==> src/rtl/keypad_scan_debounce_pkg.sv <==
// Shared types, dimensions and hex keymap for the 4x4 keypad scanner.
package keypad_pkg;

  typedef enum logic [1:0] {
    SCAN             = 2'd0,
    DEBOUNCE_PRESS   = 2'd1,
    HELD             = 2'd2,
    DEBOUNCE_RELEASE = 2'd3
  } state_e;

  localparam int unsigned NUM_ROWS = 4;
  localparam int unsigned NUM_COLS = 4;

  // Indexed {row, col}: r0 1 2 3 A | r1 4 5 6 B | r2 7 8 9 C | r3 E 0 F D
  localparam logic [3:0] KEYMAP [16] = '{
    4'h1, 4'h2, 4'h3, 4'hA,
    4'h4, 4'h5, 4'h6, 4'hB,
    4'h7, 4'h8, 4'h9, 4'hC,
    4'hE, 4'h0, 4'hF, 4'hD
  };

  function automatic logic [1:0] first_low_row(input logic [3:0] rows);
    if (!rows[0])      return 2'd0;
    else if (!rows[1]) return 2'd1;
    else if (!rows[2]) return 2'd2;
    else               return 2'd3;
  endfunction

  function automatic logic [1:0] col_index(input logic [3:0] col_drive);
    if (!col_drive[0])      return 2'd0;
    else if (!col_drive[1]) return 2'd1;
    else if (!col_drive[2]) return 2'd2;
    else                    return 2'd3;
  endfunction

endpackage

==> src/rtl/keypad_scan_debounce_if.sv <==
// Keypad matrix and key-event signals between the scanner and its neighbours.
interface keypad_scan_debounce_if;
  logic [keypad_pkg::NUM_ROWS-1:0] row_keys;
  logic [keypad_pkg::NUM_COLS-1:0] col_keys;
  logic                            key_valid;
  logic [3:0]                      key_code;
  logic                            key_held;

  modport slave (
    input  row_keys,
    output col_keys,
    output key_valid,
    output key_code,
    output key_held
  );

  modport master (
    output row_keys,
    input  col_keys,
    input  key_valid,
    input  key_code,
    input  key_held
  );
endinterface

==> src/rtl/keypad_scan_debounce_keymap.sv <==
// Combinational row/column index to hex code lookup.
module keypad_keymap
  import keypad_pkg::*;
(
  input  logic [1:0] row_i,
  input  logic [1:0] col_i,
  output logic [3:0] code_o
);

  assign code_o = KEYMAP[{row_i, col_i}];

endmodule

==> src/rtl/keypad_scan_debounce.sv <==
// 4x4 keypad scanner/debouncer: one FSM, column frozen while a key is held.
// Optional auto-repeat while held when KEY_REPEAT_EN is defined.
module keypad_scan_debounce
  import keypad_pkg::*;
#(
  parameter int unsigned SCAN_CYCLES     = 48000,
  parameter int unsigned DEBOUNCE_CYCLES = 960000,
  parameter int unsigned REPEAT_CYCLES   = 12000000
) (
  input  logic                   clk,
  input  logic                   reset,
  keypad_scan_debounce_if.slave  kp
);

  localparam int unsigned BASE_MAX = (SCAN_CYCLES > DEBOUNCE_CYCLES) ? SCAN_CYCLES
                                                                      : DEBOUNCE_CYCLES;
`ifdef KEY_REPEAT_EN
  localparam int unsigned CNT_MAX = (REPEAT_CYCLES > BASE_MAX) ? REPEAT_CYCLES : BASE_MAX;
`else
  localparam int unsigned CNT_MAX = BASE_MAX;
`endif
  localparam int unsigned CNT_W = $clog2(CNT_MAX);

  localparam logic [CNT_W-1:0] SCAN_LAST = CNT_W'(SCAN_CYCLES - 1);
  localparam logic [CNT_W-1:0] DEB_LAST  = CNT_W'(DEBOUNCE_CYCLES - 1);

  if (SCAN_CYCLES < 2 || DEBOUNCE_CYCLES < 2 || REPEAT_CYCLES < 2) begin : g_bad_params
    $error("keypad_scan_debounce: cycle parameters must be >= 2");
  end

  state_e              state_q;
  logic [CNT_W-1:0]    cnt_q;
  logic [NUM_COLS-1:0] col_q;
  logic [1:0]          row_sel_q;
  logic [3:0]          code_q;
  logic                valid_q;
  logic                held_q;
`ifdef KEY_REPEAT_EN
  localparam logic [CNT_W-1:0] REP_LAST = CNT_W'(REPEAT_CYCLES - 1);
  logic [CNT_W-1:0]    rep_q;
`endif

  logic [3:0] map_code;
  logic [1:0] col_idx;
  logic [1:0] first_row;
  logic       any_low;
  logic       row_low;

  assign any_low   = (kp.row_keys != 4'hF);
  assign first_row = first_low_row(kp.row_keys);
  assign row_low   = ~kp.row_keys[row_sel_q];
  assign col_idx   = col_index(col_q);

  keypad_keymap u_keymap (
    .row_i  (row_sel_q),
    .col_i  (col_idx),
    .code_o (map_code)
  );

  always_ff @(posedge clk or negedge reset) begin
    if (!reset) begin
      state_q   <= SCAN;
      cnt_q     <= '0;
      col_q     <= 4'b1110;
      row_sel_q <= 2'd0;
      code_q    <= 4'h0;
      valid_q   <= 1'b0;
      held_q    <= 1'b0;
`ifdef KEY_REPEAT_EN
      rep_q     <= '0;
`endif
    end else begin
      valid_q <= 1'b0;
      unique case (state_q)
        SCAN: begin
          // rows are only trusted once the column has settled for the full dwell
          if (cnt_q == SCAN_LAST) begin
            cnt_q <= '0;
            if (any_low) begin
              row_sel_q <= first_row;
              state_q   <= DEBOUNCE_PRESS;
            end else begin
              col_q <= {col_q[NUM_COLS-2:0], col_q[NUM_COLS-1]};
            end
          end else begin
            cnt_q <= cnt_q + 1'b1;
          end
        end

        DEBOUNCE_PRESS: begin
          if (!row_low) begin
            cnt_q   <= '0;
            state_q <= SCAN;
          end else if (cnt_q == DEB_LAST) begin
            cnt_q   <= '0;
            code_q  <= map_code;
            valid_q <= 1'b1;
            held_q  <= 1'b1;
            state_q <= HELD;
          end else begin
            cnt_q <= cnt_q + 1'b1;
          end
        end

        HELD: begin
          if (!row_low) begin
            cnt_q   <= '0;
            state_q <= DEBOUNCE_RELEASE;
`ifdef KEY_REPEAT_EN
            rep_q   <= '0;
          end else if (rep_q == REP_LAST) begin
            rep_q   <= '0;
            valid_q <= 1'b1;
          end else begin
            rep_q <= rep_q + 1'b1;
`endif
          end
        end

        DEBOUNCE_RELEASE: begin
          if (row_low) begin
            cnt_q   <= '0;
            state_q <= HELD;
          end else if (cnt_q == DEB_LAST) begin
            cnt_q   <= '0;
            held_q  <= 1'b0;
            col_q   <= {col_q[NUM_COLS-2:0], col_q[NUM_COLS-1]};
            state_q <= SCAN;
          end else begin
            cnt_q <= cnt_q + 1'b1;
          end
        end

        default: begin
          cnt_q   <= '0;
          state_q <= SCAN;
        end
      endcase
    end
  end

  assign kp.col_keys  = col_q;
  assign kp.key_valid = valid_q;
  assign kp.key_code  = code_q;
  assign kp.key_held  = held_q;

endmodule
==> src/flat_wrapper.sv <==
// flat-port wrapper written by rule: the top's interface ports become plain ports
module keypad_scan_debounce_flat import keypad_pkg::*;
#(
  parameter int unsigned SCAN_CYCLES     = 48000,
  parameter int unsigned DEBOUNCE_CYCLES = 960000,
  parameter int unsigned REPEAT_CYCLES   = 12000000
)
  (clk, reset, kp_row_keys, kp_col_keys, kp_key_valid, kp_key_code, kp_key_held);
  keypad_scan_debounce_if kp_i ();
  input  logic clk;
  input  logic reset;
  input wire logic [$bits(kp_i.row_keys)-1:0] kp_row_keys;
  output wire logic [$bits(kp_i.col_keys)-1:0] kp_col_keys;
  output wire logic [$bits(kp_i.key_valid)-1:0] kp_key_valid;
  output wire logic [$bits(kp_i.key_code)-1:0] kp_key_code;
  output wire logic [$bits(kp_i.key_held)-1:0] kp_key_held;
  assign kp_i.row_keys = kp_row_keys;
  assign kp_col_keys = kp_i.col_keys;
  assign kp_key_valid = kp_i.key_valid;
  assign kp_key_code = kp_i.key_code;
  assign kp_key_held = kp_i.key_held;
  keypad_scan_debounce #(.SCAN_CYCLES(SCAN_CYCLES), .DEBOUNCE_CYCLES(DEBOUNCE_CYCLES), .REPEAT_CYCLES(REPEAT_CYCLES)) u_core (.clk(clk), .reset(reset), .kp(kp_i));
endmodule
==> config.mk <==
export PLATFORM = sky130hd
export DESIGN_NAME = keypad_scan_debounce_flat
export DESIGN_NICKNAME = d
export VERILOG_FILES = /design/src/rtl/keypad_scan_debounce_pkg.sv /design/src/rtl/keypad_scan_debounce_if.sv /design/src/rtl/keypad_scan_debounce_keymap.sv /design/src/rtl/keypad_scan_debounce.sv /design/src/flat_wrapper.sv
export SDC_FILE = /design/constraint.sdc
export NUM_CORES = 1
export LEC_CHECK = 0
export ABC_CLOCK_PERIOD_IN_PS = 2600
export CAP_MARGIN = 20
export CORE_AREA = 4 4 73 75
export CTS_BUF_LIST = sky130_fd_sc_hd__clkbuf_8 sky130_fd_sc_hd__clkbuf_16
export DETAILED_ROUTE_END_ITERATION = 7
export DIE_AREA = 0 0 77 79
export GPL_ROUTABILITY_DRIVEN = 0
export PLACE_DENSITY_LB_ADDON = 0.12
export SYNTH_ARGS = -nofsm -noshare
export SYNTH_HDL_FRONTEND = slang
export SYNTH_SLANG_ARGS = --single-unit
==> constraint.sdc <==
create_clock -name clk -period 2.6 [get_ports clk]
set_input_delay 0.52 -clock clk [delete_from_list [all_inputs] [get_ports clk]]
set_output_delay 0.52 -clock clk [all_outputs]
set_load 0.1 [all_outputs]
After elaboration in Yosys (flattened, before gate mapping)
Memory sizes are Yosys's and may differ from the RTL's. A register that Yosys moved wholly into a read port is not among the register bits.
Cells that the tools add are included.

word-level totals
  word-level logic and storage cells = 71
  input bits = 6
  memories = 1
  bits in registers = 30
  memory bits (read-only) = 64
  output and inout port bits = 10

cells by class
  multiplexer cells = 35
  order comparisons = 1
  reduce and logical (&&, ||, !) cells = 9
  equal/unequal tests = 16
  bitwise gates (word level) = 2
  add/sub/neg operators = 1

memory list
  memory            depth  bits a word  read ports  clocked after memory_dff  write ports  line                               RTL
  (name not given)  16     4            1           1                         0            keypad_scan_debounce_keymap.sv:10  assign code_o = KEYMAP[{row_i, col_i}];

operators with widths
  operator                                                    number
  two-way mux 20 bit                                          5
  case mux 20 bit (4 select lines)                            1
  two-way mux 2 bit                                           11
  adder 20 x 1 -> 20 bit, second input constant               1
  == test 20 x 16 -> 1 bit, second input constant             1
  == test 20 bit, second input constant                       1
  two-way mux 4 bit                                           4
  AND reduction 5 bit                                         3
  != test 2 x 1 -> 1 bit, second input constant               6
  two-way mux 1 bit                                           10
  case mux 2 bit (4 select lines)                             1
  case mux 4 bit (2 select lines)                             1
  AND reduction 3 bit                                         2
  NOT 4 -> 5 bit                                              1
  == test 2 bit, second input constant                        2
  != test 2 bit, second input constant                        2
  != test 4 bit, second input constant                        1
  nonzero test 2 bit                                          2
  less-than comparator 2 x 3 -> 1 bit, second input constant  1
  != test 3 x 1 -> 1 bit, second input constant               1
  != test 3 bit, second input constant                        1
  binary-select mux 1 bit (select 2 bit)                      1
  == test 2 x 1 -> 1 bit, second input constant               1
  zero test 2 bit                                             1
  3 further kinds                                             3

Longest topological paths before layout
  word-level depth = 4
  mapped depth = 7

Hierarchy
From an unflattened synthesis, not the netlist that was laid out.

second synthesis, totals
  cell total of the unflattened synthesis = 198
  area total of the unflattened synthesis = 1993.2 sq um

by module, submodules not included
  module                area each (sq um)  instances  cells each
  keypad_scan_debounce  1818.0             1          180
  keypad_keymap         175.2              1          18

Worst setup path before layout
No wires, ideal clock.

  kind = register to register
  start point = reg u_core.col_q[0], in the netlist u_core.kp.col_keys[0]
  end point = reg u_core.code_q[3], in the netlist u_core.kp.key_code[3]
  path slack = 209 ps
  arrival = 2266 ps
  path buffers = 0
  required time = 2475 ps
  cell stages (with the launch flop) = 7
  library setup time = 125 ps
  path through = dfrtp_1 o21ai_0 inv_1 ha_1 mux2i_1 mux2_2 mux2_2

on the way
  cells in the longest elaborated chain, start to end = 2

ends and longest elaborated chain
  element                               line                               RTL
  start, declared                       keypad_scan_debounce.sv:33         logic [NUM_COLS-1:0] col_q;
  start signal, assigned                keypad_scan_debounce.sv:83         col_q <= {col_q[NUM_COLS-2:0], col_q[NUM_COLS-1]};
  start signal, assigned                keypad_scan_debounce.sv:127        col_q <= {col_q[NUM_COLS-2:0], col_q[NUM_COLS-1]};
  two-way mux 2 bit                     keypad_scan_debounce_pkg.sv:30     if (!col_drive[0]) return 2'd0;
  NOT 4 -> 5 bit (not written as such)  keypad_scan_debounce_keymap.sv:10
  end, declared                         keypad_scan_debounce.sv:35         logic [3:0] code_q;

Every way passes these cells.
A chain may end at the register's enable or synchronous reset.

Worst setup path after layout
  start point = in kp_row_keys[0]
  end point = reg u_core.cnt_q[11]

on the way
  cells in the longest elaborated chain, start to end = 4
  elaborated cells on any way between the ends = 6
  those cells by class = 1 x eq/ne; 5 x mux

ends and longest elaborated chain
  element                                       line                                                     RTL
  start, declared                               flat_wrapper.sv:12                                       input wire logic [$bits(kp_i.row_keys)-1:0] kp_row_keys;
  binary-select mux 1 bit (select 2 bit) (*)    keypad_scan_debounce.sv:51                               assign row_low = ~kp.row_keys[row_sel_q];
  two-way mux 1 bit (not written as such) (*)   keypad_scan_debounce.sv:51
  two-way mux 20 bit, on equally long branches  keypad_scan_debounce.sv:121, keypad_scan_debounce.sv:91
  case mux 20 bit (4 select lines)              keypad_scan_debounce.sv:74                               unique case (state_q)
  end signal, assigned                          keypad_scan_debounce.sv:86                               cnt_q <= cnt_q + 1'b1;
  end signal, assigned                          keypad_scan_debounce.sv:101                              cnt_q <= cnt_q + 1'b1;
  end signal, assigned                          keypad_scan_debounce.sv:130                              cnt_q <= cnt_q + 1'b1;
  end, declared                                 keypad_scan_debounce.sv:32                               logic [CNT_W-1:0] cnt_q;

Mark *: on every way between the ends. The rest lies on a longest branch, timed or not. The select of a mux whose other input is x is not followed.

==> impl_metrics.env <==
export IMPL_synth_simple_gate_area_share_pct=24.74
export IMPL_cts_buffer_depth=2
export IMPL_slowest_stage="a211oi_4"
export IMPL_yosys_area_top_type="dfrtp_1"
export IMPL_hp_class="flop to flop"
export IMPL_post_route_period_util_pct=93.92
export IMPL_hpwlAfterDp_um=3359
export IMPL_place_area_um2=2303
export IMPL_yosys_area_share_xor_xnor_pct=5.532
export IMPL_dr_first_iter_drc_count=121
export IMPL_drv_cap=0
export IMPL_p_leak_uw=0.001021
export IMPL_dp_cells=284
export IMPL_finClkSkew_ns=0.006666
export IMPL_netlist_instances=208
export IMPL_grt_max_degree=35
export IMPL_status="complete, no violations"
export IMPL_intPower_uw=806.0
export IMPL_ctsResizeCount=0
export IMPL_yosys_register_bits=34
export IMPL_tightest_slew_ns=0.7798
export IMPL_syn_nets=220
export IMPL_drtPass1Iterations=4
export IMPL_setup_worst_path_class="input pin to flop"
export IMPL_wl_per_cell_um=15.27
export IMPL_synthArstFlopShare_pct=100.0
export IMPL_ant_nets=0
export IMPL_max_slew_margin_pct=47.84
export IMPL_setup_tns_ns=0
export IMPL_cpPeakStageDelay_ns=0.65
export IMPL_p_per_area_nw_per_um2=455.1
export IMPL_antenna_cells=0
export IMPL_clkPwrFrac_pct=36.4
export IMPL_ir_drop_uv=215.8
export IMPL_clock_sinks=34
export IMPL_cp_max_fo=16
export IMPL_yosysWarnings=0
export IMPL_pwr_share_comb_pct=11.7
export IMPL_crit_path_cell_trace="clkdlybuf4s50_1 > mux4_2 > nand3_1 > a21oi_1 > a211oi_4 > o22ai_1"
export IMPL_worstSetupStartpointType="input pin"
export IMPL_synth_mux_area_share_pct=7.842
export IMPL_fp_dieH_um=79
export IMPL_ys_top_cells_by_count="dfrtp_1 (31), nor2_1 (24), nand2_1 (19)"
export IMPL_final_nets=249
export IMPL_finalSetupViolations=0
export IMPL_synth_adder_area_share_pct=3.647
export IMPL_first_global_vias=1773
export IMPL_synth_edf_count=0
export IMPL_swShare_pct=26.05
export IMPL_overflow=0
export IMPL_met3WireLength_um=204
export IMPL_highest_layer="met4"
export IMPL_synth_ff_type="dfrtp_1"
export IMPL_die_x_um=77
export IMPL_portBuffers=15
export IMPL_final_util_pct=51.38
export IMPL_drc=0
export IMPL_final_cell_area_um2=2395
export IMPL_htree_levels=2
export IMPL_synth_cell_types=48
export IMPL_period_minus_slack_ns=2.442
export IMPL_clock_root_buffer="clkbuf_8"
export IMPL_dieArea_um2=6083
export IMPL_ys_seq_area_share_pct=41.52
export IMPL_rsz0062_at_grt="no"
export IMPL_clock_fmax_mhz=409.5
export IMPL_cp_required_ns=2.73
export IMPL_slew_violations=0
export IMPL_track_usage_pct=16.49
export IMPL_fp_coreArea_um2=4661
export IMPL_drive_gt1_share_pct=22.27
export IMPL_synth_compound_area_share_pct=12.71
export IMPL_synth_top_family_by_area="simple AND/OR/NAND/NOR gates"
export IMPL_finalHoldViolations=0
export IMPL_clock_latency_ns=0.28
export IMPL_grt_pass1_wl_um=8107
export IMPL_cts_tree="built"
export IMPL_synthesis_area_um2=2058
export IMPL_cts_setup_buffers=0
export IMPL_post_layout_nonfiller_instances=292
export IMPL_start_util_pct=44.16
export IMPL_avgSynthCellArea_um2=9.895
export IMPL_p_seq_share_pct=51.9
export IMPL_grt_antenna_before_repair=0
export IMPL_routed_wl_um=4459
export IMPL_vias=1669
export IMPL_area_delta_synth_final_pct=16.35
export IMPL_cts_made_buffers=5
export IMPL_avgViaCountPerCell=5.716
export IMPL_cts_hold_buffers=0
export IMPL_synth_area_leaders="dfrtp_1 (38%), xnor2_1 (4.7%), nor2_1 (4.4%)"
export IMPL_clkTransAtPathRegs_ns=0.07
export IMPL_yosysMostFrequentCell="dfrtp_1"
export IMPL_ios=16
export IMPL_hold_ws_ns=0.5150
export IMPL_critPathArrivalTime_ns=2.57
export IMPL_synth_top_cell_area_share_pct=37.69
export IMPL_wl_met1_um=1938
export IMPL_dr_wl_met2_um=2264
export IMPL_p_sw_uw=283.9
export IMPL_endpoint_kind="flop"
export IMPL_rows=25
==> worst paths after layout <==
path	end	start	depth (start not counted)	slack, ns
setup / recovery	u_core.cnt_q[11]$_DFFE_PN0N_	kp_row_keys[0]	6	0.16
hold / removal	u_core.kp.key_code[1]$_DFFE_PN0P_	u_core.kp.key_code[1]$_DFFE_PN0P_	1	0.52
setup reg to reg	u_core.cnt_q[11]$_DFFE_PN0N_	u_core.cnt_q[0]$_DFFE_PN0N_	6	0.24
hold reg to reg	u_core.kp.key_code[1]$_DFFE_PN0P_	u_core.kp.key_code[1]$_DFFE_PN0P_	1	0.52
max in group asynchronous	u_core.kp.col_keys[2]$_DFFE_PN1P_	reset	2	1.62
min in group asynchronous	u_core.cnt_q[0]$_DFFE_PN0N_	reset	2	0.65
==> power groups by stage <==
stage	Sequential, uW	Combinational [uW]	Clock (uW)
floorplan	568	90.3	0
global placement	574	126	0
detailed placement	575	129	0
CTS	566	129	409
global route	570	141	437
finish	566	127	397
==> layout make-up <==
class | count | area (um2)
fillers | 437 | 2266
clock buffers | 6 | 82.58
inverters | 12 | 45.04
flip-flops and latches | 34 | 854.6
repair buffers | 27 | 215.2
clock inverters | 2 | 8.758
well taps | 54 | 67.56
multi-input cells | 157 | 1121
==> per-layer routing <==
metal | vias up | track usage, %
li1 | 804 | -
met1 | 816 | 19.63
met2 | 42 | 29.53
met3 | 7 | 3.401
met4 | 0 | 5.872
met5 | - | 0
==> cells by family (layout without fill, tap and decap cells) <==
| family | after synthesis | count (layout) |
|---|---|---|
| AOI/OAI and AO/OA | 32 | 32 |
| xor gates and xnor gates | 13 | 13 |
| adders and majority gates | 6 | 6 |
| buffers and inverters | 17 | 47 |
| DFF | 34 | 34 |
| muxes | 14 | 14 |
| and+or+nand+nor | 92 | 92 |
==> cell usage in the layout (no fill, tap or decap), types with 2 or more instances in the layout <==
cell type and count:
o32ai_2 2, and3_1 2, buf_4 22, nand2b_1 2, mux2_2 7, mux2i_1 6
xor2_1 2, a211oi_4 2, dfrtp_1 31, ha_1 6, xnor2_1 11, nand4_1 7
o22ai_1 2, nor4bb_1 2, nor2_1 24, nor3_1 9, o21ai_0 9, nand3_1 6
inv_1 13, a31oi_1 2, nand4bb_1 2, and4_1 2, clkbuf_8 6, nor4_1 6
nand2_1 19, clkdlybuf4s50_1 5, a21oi_1 5, a2bb2oi_1 2, o211a_1 2, dfstp_2 3
==> worst max-delay path, delay by kind of cell <==
family                 cells  cell delay (ns)
buffers and inverters      1             0.46
and+or+nand+nor            1             0.11
AOI/OAI and AO/OA          3             0.93
muxes                      1             0.54
==> stage by stage <==
stage / total power [uW] / worst slack [ns]
4_1_cts: 1103 / 0.1780
5_1_grt: 1148 / 0.04012
6_report: 1090 / 0.1580
2_1_floorplan: 657.8 / 0.2088
3_5_place_dp: 704.1 / -0.1361
3_3_place_gp: 699.6 / -0.02327
==> registers in the layout, summed over array words and instances (netlist names), named ones only <==
signal and flops:
u_core.kp.key_code 4, u_core.row_sel_q 2, u_core.kp.key_held 1, u_core.kp.key_valid 1, u_core.state_q 1, u_core.cnt_q 20
u_core.kp.col_keys 4
Note: power is estimated with default switching activity, not from simulation.
